==> config.mk <==
export PLATFORM = sky130hd
export DESIGN_NAME = pulse_train_gen
export DESIGN_NICKNAME = d
export VERILOG_FILES = /design/src/rtl/pulse_train_gen.sv
export SDC_FILE = /design/constraint.sdc
export NUM_CORES = 1
export LEC_CHECK = 0
export BUFFER_PORTS_ARGS = -buffer_cell sky130_fd_sc_hd__buf_2
export CAP_MARGIN = 20
export CORE_ASPECT_RATIO = 2
export CORE_MARGIN = 3
export CORE_UTILIZATION = 55
export DETAILED_ROUTE_END_ITERATION = 16
export PLACE_DENSITY = 0.72
export REMOVE_ABC_BUFFERS = 1
export SLEW_MARGIN = 30
export SYNTH_ARGS = -nofsm -noshare
export SYNTH_HDL_FRONTEND = slang
export SYNTH_SLANG_ARGS = --single-unit
==> constraint.sdc <==
create_clock -name clock -period 6.72 [get_ports clock]
set_input_delay 0.672 -clock clock [delete_from_list [all_inputs] [get_ports clock]]
set_output_delay 0.672 -clock clock [all_outputs]
set_load 0.005 [all_outputs]
==> src/rtl/pulse_train_gen.sv <==
// Multi-channel programmable pulse-train generator: per-channel width/period/count
// with a shared config write port. Define PULSE_NEGEDGE_EN to re-time signal on the falling edge.
module pulse_train_gen #(
  parameter int CHANNELS   = 4,
  parameter int CH_W       = 2,
  parameter int CNT_W      = 8,
  parameter int WIDTH_DEF  = 5,
  parameter int PERIOD_DEF = 24,
  parameter int COUNT_DEF  = 0
) (
  input  logic                clock,
  input  logic                reset,
  input  logic                cfg_we,
  input  logic [CH_W-1:0]     cfg_ch,
  input  logic [CNT_W-1:0]    cfg_width,
  input  logic [CNT_W-1:0]    cfg_period,
  input  logic [CNT_W-1:0]    cfg_count,
  input  logic [CHANNELS-1:0] start,
  input  logic [CHANNELS-1:0] stop,
  output logic [CHANNELS-1:0] signal,
  output logic [CHANNELS-1:0] busy,
  output logic [CHANNELS-1:0] done
);

  typedef enum logic [1:0] {
    ST_IDLE,
    ST_HIGH,
    ST_LOW
  } state_t;

  generate
    for (genvar gi = 0; gi < CHANNELS; gi++) begin : g_ch
      logic [CNT_W-1:0] width_reg, period_reg, count_reg;
      logic [CNT_W-1:0] act_w_reg, act_w_next;
      logic [CNT_W-1:0] act_l_reg, act_l_next;
      logic [CNT_W-1:0] cnt_reg, cnt_next;
      logic [CNT_W-1:0] phase_reg, phase_next;
      logic [CNT_W-1:0] low_len;
      state_t           state_reg, state_next;
      logic             sig_reg;
      logic             done_reg, done_next;
      logic             cfg_hit;

      // An out-of-range cfg_ch matches no channel, so the write is simply dropped.
      assign cfg_hit = cfg_we && (cfg_ch == CH_W'(gi));
      assign low_len = (period_reg > width_reg) ? (period_reg - width_reg) : CNT_W'(1);

      always_comb begin
        state_next = state_reg;
        act_w_next = act_w_reg;
        act_l_next = act_l_reg;
        cnt_next   = cnt_reg;
        phase_next = phase_reg;
        done_next  = 1'b0;
        case (state_reg)
          ST_IDLE: begin
            if (start[gi] && !stop[gi] && (width_reg != '0)) begin
              state_next = ST_HIGH;
              act_w_next = width_reg;
              act_l_next = low_len;
              cnt_next   = count_reg;
              phase_next = width_reg - CNT_W'(1);
            end
          end
          ST_HIGH: begin
            if (stop[gi]) begin
              state_next = ST_IDLE;
            end else if (phase_reg == '0) begin
              state_next = ST_LOW;
              phase_next = act_l_reg - CNT_W'(1);
            end else begin
              phase_next = phase_reg - CNT_W'(1);
            end
          end
          ST_LOW: begin
            if (stop[gi]) begin
              state_next = ST_IDLE;
            end else if (phase_reg == '0) begin
              // Zero pulse count means continuous; otherwise the last LOW ends the train.
              if (cnt_reg == CNT_W'(1)) begin
                state_next = ST_IDLE;
                cnt_next   = '0;
                done_next  = 1'b1;
              end else begin
                state_next = ST_HIGH;
                phase_next = act_w_reg - CNT_W'(1);
                if (cnt_reg != '0) cnt_next = cnt_reg - CNT_W'(1);
              end
            end else begin
              phase_next = phase_reg - CNT_W'(1);
            end
          end
          default: state_next = ST_IDLE;
        endcase
      end

      always_ff @(posedge clock) begin
        if (reset) begin
          state_reg  <= ST_IDLE;
          act_w_reg  <= '0;
          act_l_reg  <= '0;
          cnt_reg    <= '0;
          phase_reg  <= '0;
          sig_reg    <= 1'b0;
          done_reg   <= 1'b0;
          width_reg  <= CNT_W'(WIDTH_DEF);
          period_reg <= CNT_W'(PERIOD_DEF);
          count_reg  <= CNT_W'(COUNT_DEF);
        end else begin
          state_reg <= state_next;
          act_w_reg <= act_w_next;
          act_l_reg <= act_l_next;
          cnt_reg   <= cnt_next;
          phase_reg <= phase_next;
          sig_reg   <= (state_next == ST_HIGH);
          done_reg  <= done_next;
          if (cfg_hit) begin
            width_reg  <= cfg_width;
            period_reg <= cfg_period;
            count_reg  <= cfg_count;
          end
        end
      end

`ifdef PULSE_NEGEDGE_EN
      logic sig_neg_reg;
      always_ff @(negedge clock) begin
        if (reset) sig_neg_reg <= 1'b0;
        else       sig_neg_reg <= sig_reg;
      end
      assign signal[gi] = sig_neg_reg;
`else
      assign signal[gi] = sig_reg;
`endif
      assign busy[gi] = (state_reg != ST_IDLE);
      assign done[gi] = done_reg;
    end
  endgenerate

endmodule

# == After elaboration in Yosys (flattened, before gate mapping) ==
# Index checks and enable logic that the tools add are counted.
# classes
addsub,24
order_cmp,4
n_eq_ne,43
mux,88
bitwise,8
reduce_logical,61
# ops
cell,count
$mux 8,48
$sub 8x1->8 const B,20
$pmux 8 s3,4
$pmux 8 s2,4
$reduce_bool 8->1,8
$mux 2,20
$reduce_and 5->1,8
$eq 8x1->1 const B,4
$gt 8x8->1,4
$logic_not 8->1,4
$ne 2x2->1 const B,16
$sub 8x8->8,4
$ne 3x3->1 const B,8
$pmux 2 s3,4
$eq 2x1->1 const B,9
$reduce_bool 2->1,8
$reduce_or 4->1,4
$eq 2x2->1 const B,6
$logic_and 1x1->1,12
$reduce_bool 3->1,4
$logic_not 2->1,5
$mux 1,8
$not 1->1,8
$reduce_and 2->1,4
$logic_not 1->1,4
# totals
regBits,240
input_bits,37
wordCells,268

# == Longest topological paths before layout ==
# logic_depth
depth_word,6
mapped_depth,10
depth_no_buf,10

# == Worst setup path after synthesis ==
# No wires, ideal clock.
# synth_timing
kind,reg-to-reg
startpoint,register g_ch[0].state_reg[0]
endpoint,register g_ch[0].cnt_reg[5]
arrival_time_ns,2.128
required_time_ns,6.588
path_slack_ns,4.460
path_stages_with_launch,10
path_buffers,2
period_less_slack_ns,2.260
cell_sequence,dfxtp_1 > inv_1 > ha_1 > clkbuf_1 > clkinv_1 > or4_1 > a21o_1 > buf_6 > o21ai_1 > a21oi_1
# synth_between
elab_chain_len,3
word_cells_on_any_way,9
classes_between,5 x eq/ne; 1 x mux; 3 x reduce/logical
# synth_rtl
element,line,text
from (decl),39,"state_t state_reg, state_next;"
from (signal assigned),110,state_reg <= state_next;
$eq 2x2->1 / $logic_not 2->1 (equally long branches),55,case (state_reg)
"$ne 3x3->1 (no source line), or another cell as far along",-,
$reduce_and 5->1 (no source line),-,
to (signal assigned),113,cnt_reg <= cnt_next;
to (decl),36,"logic [CNT_W-1:0] cnt_reg, cnt_next;"
# Parallel ways exist; a longest one is shown, timed or not.
# A chain may end at the register's enable or synchronous reset.

# == Worst setup path in the final report ==
# layout_timing
startpoint,register g_ch[1].width_reg[0]
endpoint,register g_ch[1].act_l_reg[6]
# layout_between
elab_chain_len,3
word_cells_on_any_way,6
classes_between,1 x add/sub; 1 x order compare; 1 x mux; 3 x reduce/logical
# layout_rtl
element,line,text
from (decl),33,"logic [CNT_W-1:0] width_reg, period_reg, count_reg;"
from (signal assigned),106,width_reg <= CNT_W'(WIDTH_DEF);
from (signal assigned),118,width_reg <= cfg_width;
"parallel branches: the longest is 3 deep, another holds $sub 8x8->8",-,
to (signal assigned),112,act_l_reg <= act_l_next;
to (decl),35,"logic [CNT_W-1:0] act_l_reg, act_l_next;"
# Several ways; the timed one is not identified.

==> flow_results.org <==
** Detailed routing
- After detailed routing, the number of remaining DRC violations is 0.
- Detailed router's first-iteration violation count :: around 800
- Via count :: roughly 14000
- Met1 wire length :: roughly 15000 um
- The pre-antenna-repair detailed-routing pass consisted of 5 iterations.
- Length of routed met2 wiring :: around 22000 um
- The final layout contains routed wiring with a total length of 41600 um.
- Avg WL per Cell :: between 15 and 20 um
- Met3 WL :: around 1800 um
- The highest metal layer carrying signal wires in the routed design is met4.
- Once detail routing completed, the nets flagged for antenna violations numbered 0.
- After detailed routing, the number of vias per cell comes to about 6.1.

** Power and ir drop
- Power comes to ~4.2 mW.
- Max VDD drop :: about 0.19 mV
- For this design the ratio of total power to cell area is between 200 and 300 nW/um^2.
- Total leakage power :: about 6 nW

** Die
- The floorplan step set the die width to ~120 um.
- Starting Density :: roughly 56%
- Measured along the y axis, the die boundary spans roughly 230 um.
- Ports placed on the boundary :: around 50
- The total area inside the core boundary comes to 25300 sq um.
- Row generation in the floorplan step produced 82 rows.
- The floorplan step defined a die boundary enclosing approximately 28000 sq um.

** Setup path
- The critical path starts at g_ch[1].width_reg[0]$_SDFFE_PP1P_.
- Worst-path maximum fanout :: 26
- Arrival @ worst endpoint :: about 3500 ps
- The worst setup path is captured at a flip-flop.
- The worst setup path is launched from a flip-flop.
- The setup path with the least slack is of type flip-flop to flip-flop.
- Source of the worst register-to-register timing path :: g_ch[1].width_reg[0]$_SDFFE_PP1P_
- WP data required :: a little over 7000 ps

** Layout
- Share of the core filled with cells :: between 60% and 70%
- The post-route netlist has ~7% of its cells at a drive strength greater than 1.
- The final layout contains ~2000 nets.
- Compared with the post-synthesis result, the final layout area differs by 8.59%.
- Count of antenna diodes in the layout :: 0

** Clock network
- In this run the clock root is driven by a clkbuf_16.
- Total clock sinks :: between 200 and 250
- Total CTS buffers :: 24
- Post-cts repair resize count :: 0
- The clock passes through at most 3 buffers.
- Once the clock tree was built, the setup fixing pass inserted 0 buffers.
- The number of hold buffers added after CTS was 0.
- TritonCTS built the clock tree.
- Depth of the CTS H-tree :: 1
- Source-to-sink clock delay at the later pin of the worst-skew pair :: 540 ps
- Clock Pin Slew Worst Setup and Hold Paths :: 70 ps

** Min path
- In this run the most critical hold path is launched from stop[2].
- The worst hold path belongs to the class input pin to flip-flop.

** Yosys
- During synthesis, Yosys emitted a total of 0 warnings.
- Area of the mapped netlist :: ~14000 sq um
- Post-synthesis sequential element count :: 240
- In this run, synthesis inferred 0 flip-flops with an integrated enable.
- Share of synthesized flip-flops with an asynchronous set or reset :: 0%
- Sequential elements use between 30% and 40% of the synthesized area.
- After technology mapping, the gate count stands at 1863.
- Synthesized area per cell :: 7.66 sq um
- In the synthesized netlist the dominant register cell turns out to be dfxtp_1.
- Yosys mapped the design onto between 80 and 90 distinct sky130hd cell types.

** Timing
- The number of hold violations in the final report came to 0.
- Setup repair after global routing left no endpoint under its margin.
- Max-Slew Margin vs Limit :: about two fifths
- In the post-route analysis, the smallest setup slack over all paths is roughly 3700 ps.
- Of the available clock period, the critical path in the final layout requires roughly 45%.
- Setup skew after layout :: between 15 and 20 ps
- Slew Viols, Final :: 0
- Period minus WS final :: between 3000 and 4000 ps
- Setup total negative slack :: 0 ps
- Least-Margin Pin Slew :: between 900 and 1000 ps
- Setup violations remaining at the end of the flow were counted as 0.
- Timing would allow up to between 300 and 400 MHz.

** GRT
- Via count of the first global-routing pass :: 13200
- Entering global routing, the biggest net connects between 80 and 90 pins.
- Total routing resource utilization after global routing :: 29.1%
- Global routing finished with a remaining overflow of 0.
- Number of antenna violations at the first check in global routing :: 0
- The first global-routing pass estimated around 66000 um of wire.

** Outcome
- Result of the run :: finished clean

** Placement
- Post-placement worst setup slack :: 3570 ps
- Total of buffers placed on input and output ports :: 48
- Routability-driven placement finished with a final weighted congestion of 0.941.
- Estimated wirelength of the detail-placed design :: ~31000 um

** Flow run
- Max Cap Violations :: 0
==> logic make-up after synthesis <==
kind of cell	Yosys count	share of synthesized area (%)
DFF	240	33.7
xor gates and xnor gates	87	5.34
and+or+nand+nor	707	23.3
muxes	12	0.842
adders and majority gates	83	7.49
buffers and inverters	216	6.04
AOI/OAI and AO/OA	518	23.3
==> area by class of cell <==
class | count | area, sq um
sequential | 240 | 4800
clock inverter | 11 | 184
tap | 336 | 420
timing repair buffer | 58 | 322
multi-input combinational | 1407 | 8610
inverter | 119 | 447
clock buffer | 31 | 708
fill | 2381 | 9840
==> power breakdown <==
group	leakage, nW	switching [mW]	internal, mW
registers	1.95	0.0964	1.51
clock network	0.446	0.578	0.932
logic	3.50	0.696	0.409
total	5.90	1.37	2.85
==> worst max-delay path, cell delays in order, from the launching register on <==
cell,delay [ps]
dfxtp_1,370
inv_1,110
ha_1,230
nor3b_1,180
a41oi_1,300
nand2_1,530
nor4_2,870
o21ai_0,190
a21oi_1,170
==> cells in the mapped netlist, types with 7 or more instances <==
cell type    n  share of area, %
o21a_1      12              0.63
nor3_1      52               1.8
a32oi_1     12              0.74
inv_1      116               3.1
clkbuf_1    75               2.0
nor4_1      21              0.92
a2111oi_0    7              0.43
a31oi_1     12              0.53
nand3_1     53               1.9
nor3b_1     14              0.74
or4_1       16              0.84
a21o_1      17              0.89
buf_1        7              0.18
buf_4        8              0.42
nand2b_1    15              0.66
dfxtp_1    240                34
ha_1        79               6.9
a211o_1      9              0.55
nand4_1     11              0.48
nor2b_1     11              0.48
nand2_1    279               7.3
or3_1       19              0.83
xor2_1      42               2.6
a21oi_1    194               6.8
nor2_1     166               4.4
o31ai_1     18              0.95
and3_1       7              0.31
a221oi_1    14              0.86
mux2i_1     12              0.84
a211oi_1    17              0.89
o211ai_1    23               1.2
a22oi_1     27               1.4
o21ai_0     81               2.8
xnor2_1     45               2.8
==> per-layer routing <==
metal	track usage, %	vias to the layer above
li1	-	6573
met1	29.7	6351
met2	55.2	428
met3	3.09	174
met4	19.2	0
met5	0	-
==> stage by stage <==
stage               hold WS [ps]  instance area (sq um)  cells
CTS                          365                  15500   2202
finish                       380                  15500   2202
floorplan                    425                  13900   1766
detailed placement           447                  14600   2160
global route                 394                  15500   2202
global placement             444                  14600   2160
==> final timing paths <==
| check | endpoint | slack, ps | cells past startpoint |
|---|---|---|---|
| worst min register to register | g_ch[2].count_reg[7]$_SDFFE_PP0P_ | 450 | 2 |
| worst max-delay path | g_ch[1].act_l_reg[6]$_SDFFE_PP0P_ | 3690 | 8 |
| worst min-delay path | g_ch[2].done_reg$_SDFF_PP0_ | 380 | 2 |
| worst max register to register | g_ch[1].act_l_reg[6]$_SDFFE_PP0P_ | 3690 | 8 |
==> cell usage in the layout, fill, tap and decap left out, types with 13 or more instances in the layout <==
master,netlist,layout
nand2_1,279,279
dfxtp_1,240,240
a21oi_1,194,194
nor2_1,166,166
inv_1,116,116
o21ai_0,81,81
ha_1,79,78
nand3_1,53,53
nor3_1,52,52
buf_2,5,47
xnor2_1,45,45
xor2_1,42,42
a22oi_1,27,27
clkbuf_16,0,25
o211ai_1,23,23
nor4_1,21,21
or3_1,19,19
o31ai_1,18,18
a211oi_1,17,17
a21o_1,17,17
or4_1,16,16
nand2b_1,15,15
a221oi_1,14,14
nor3b_1,14,13
(Power assumes the default switching activity.)
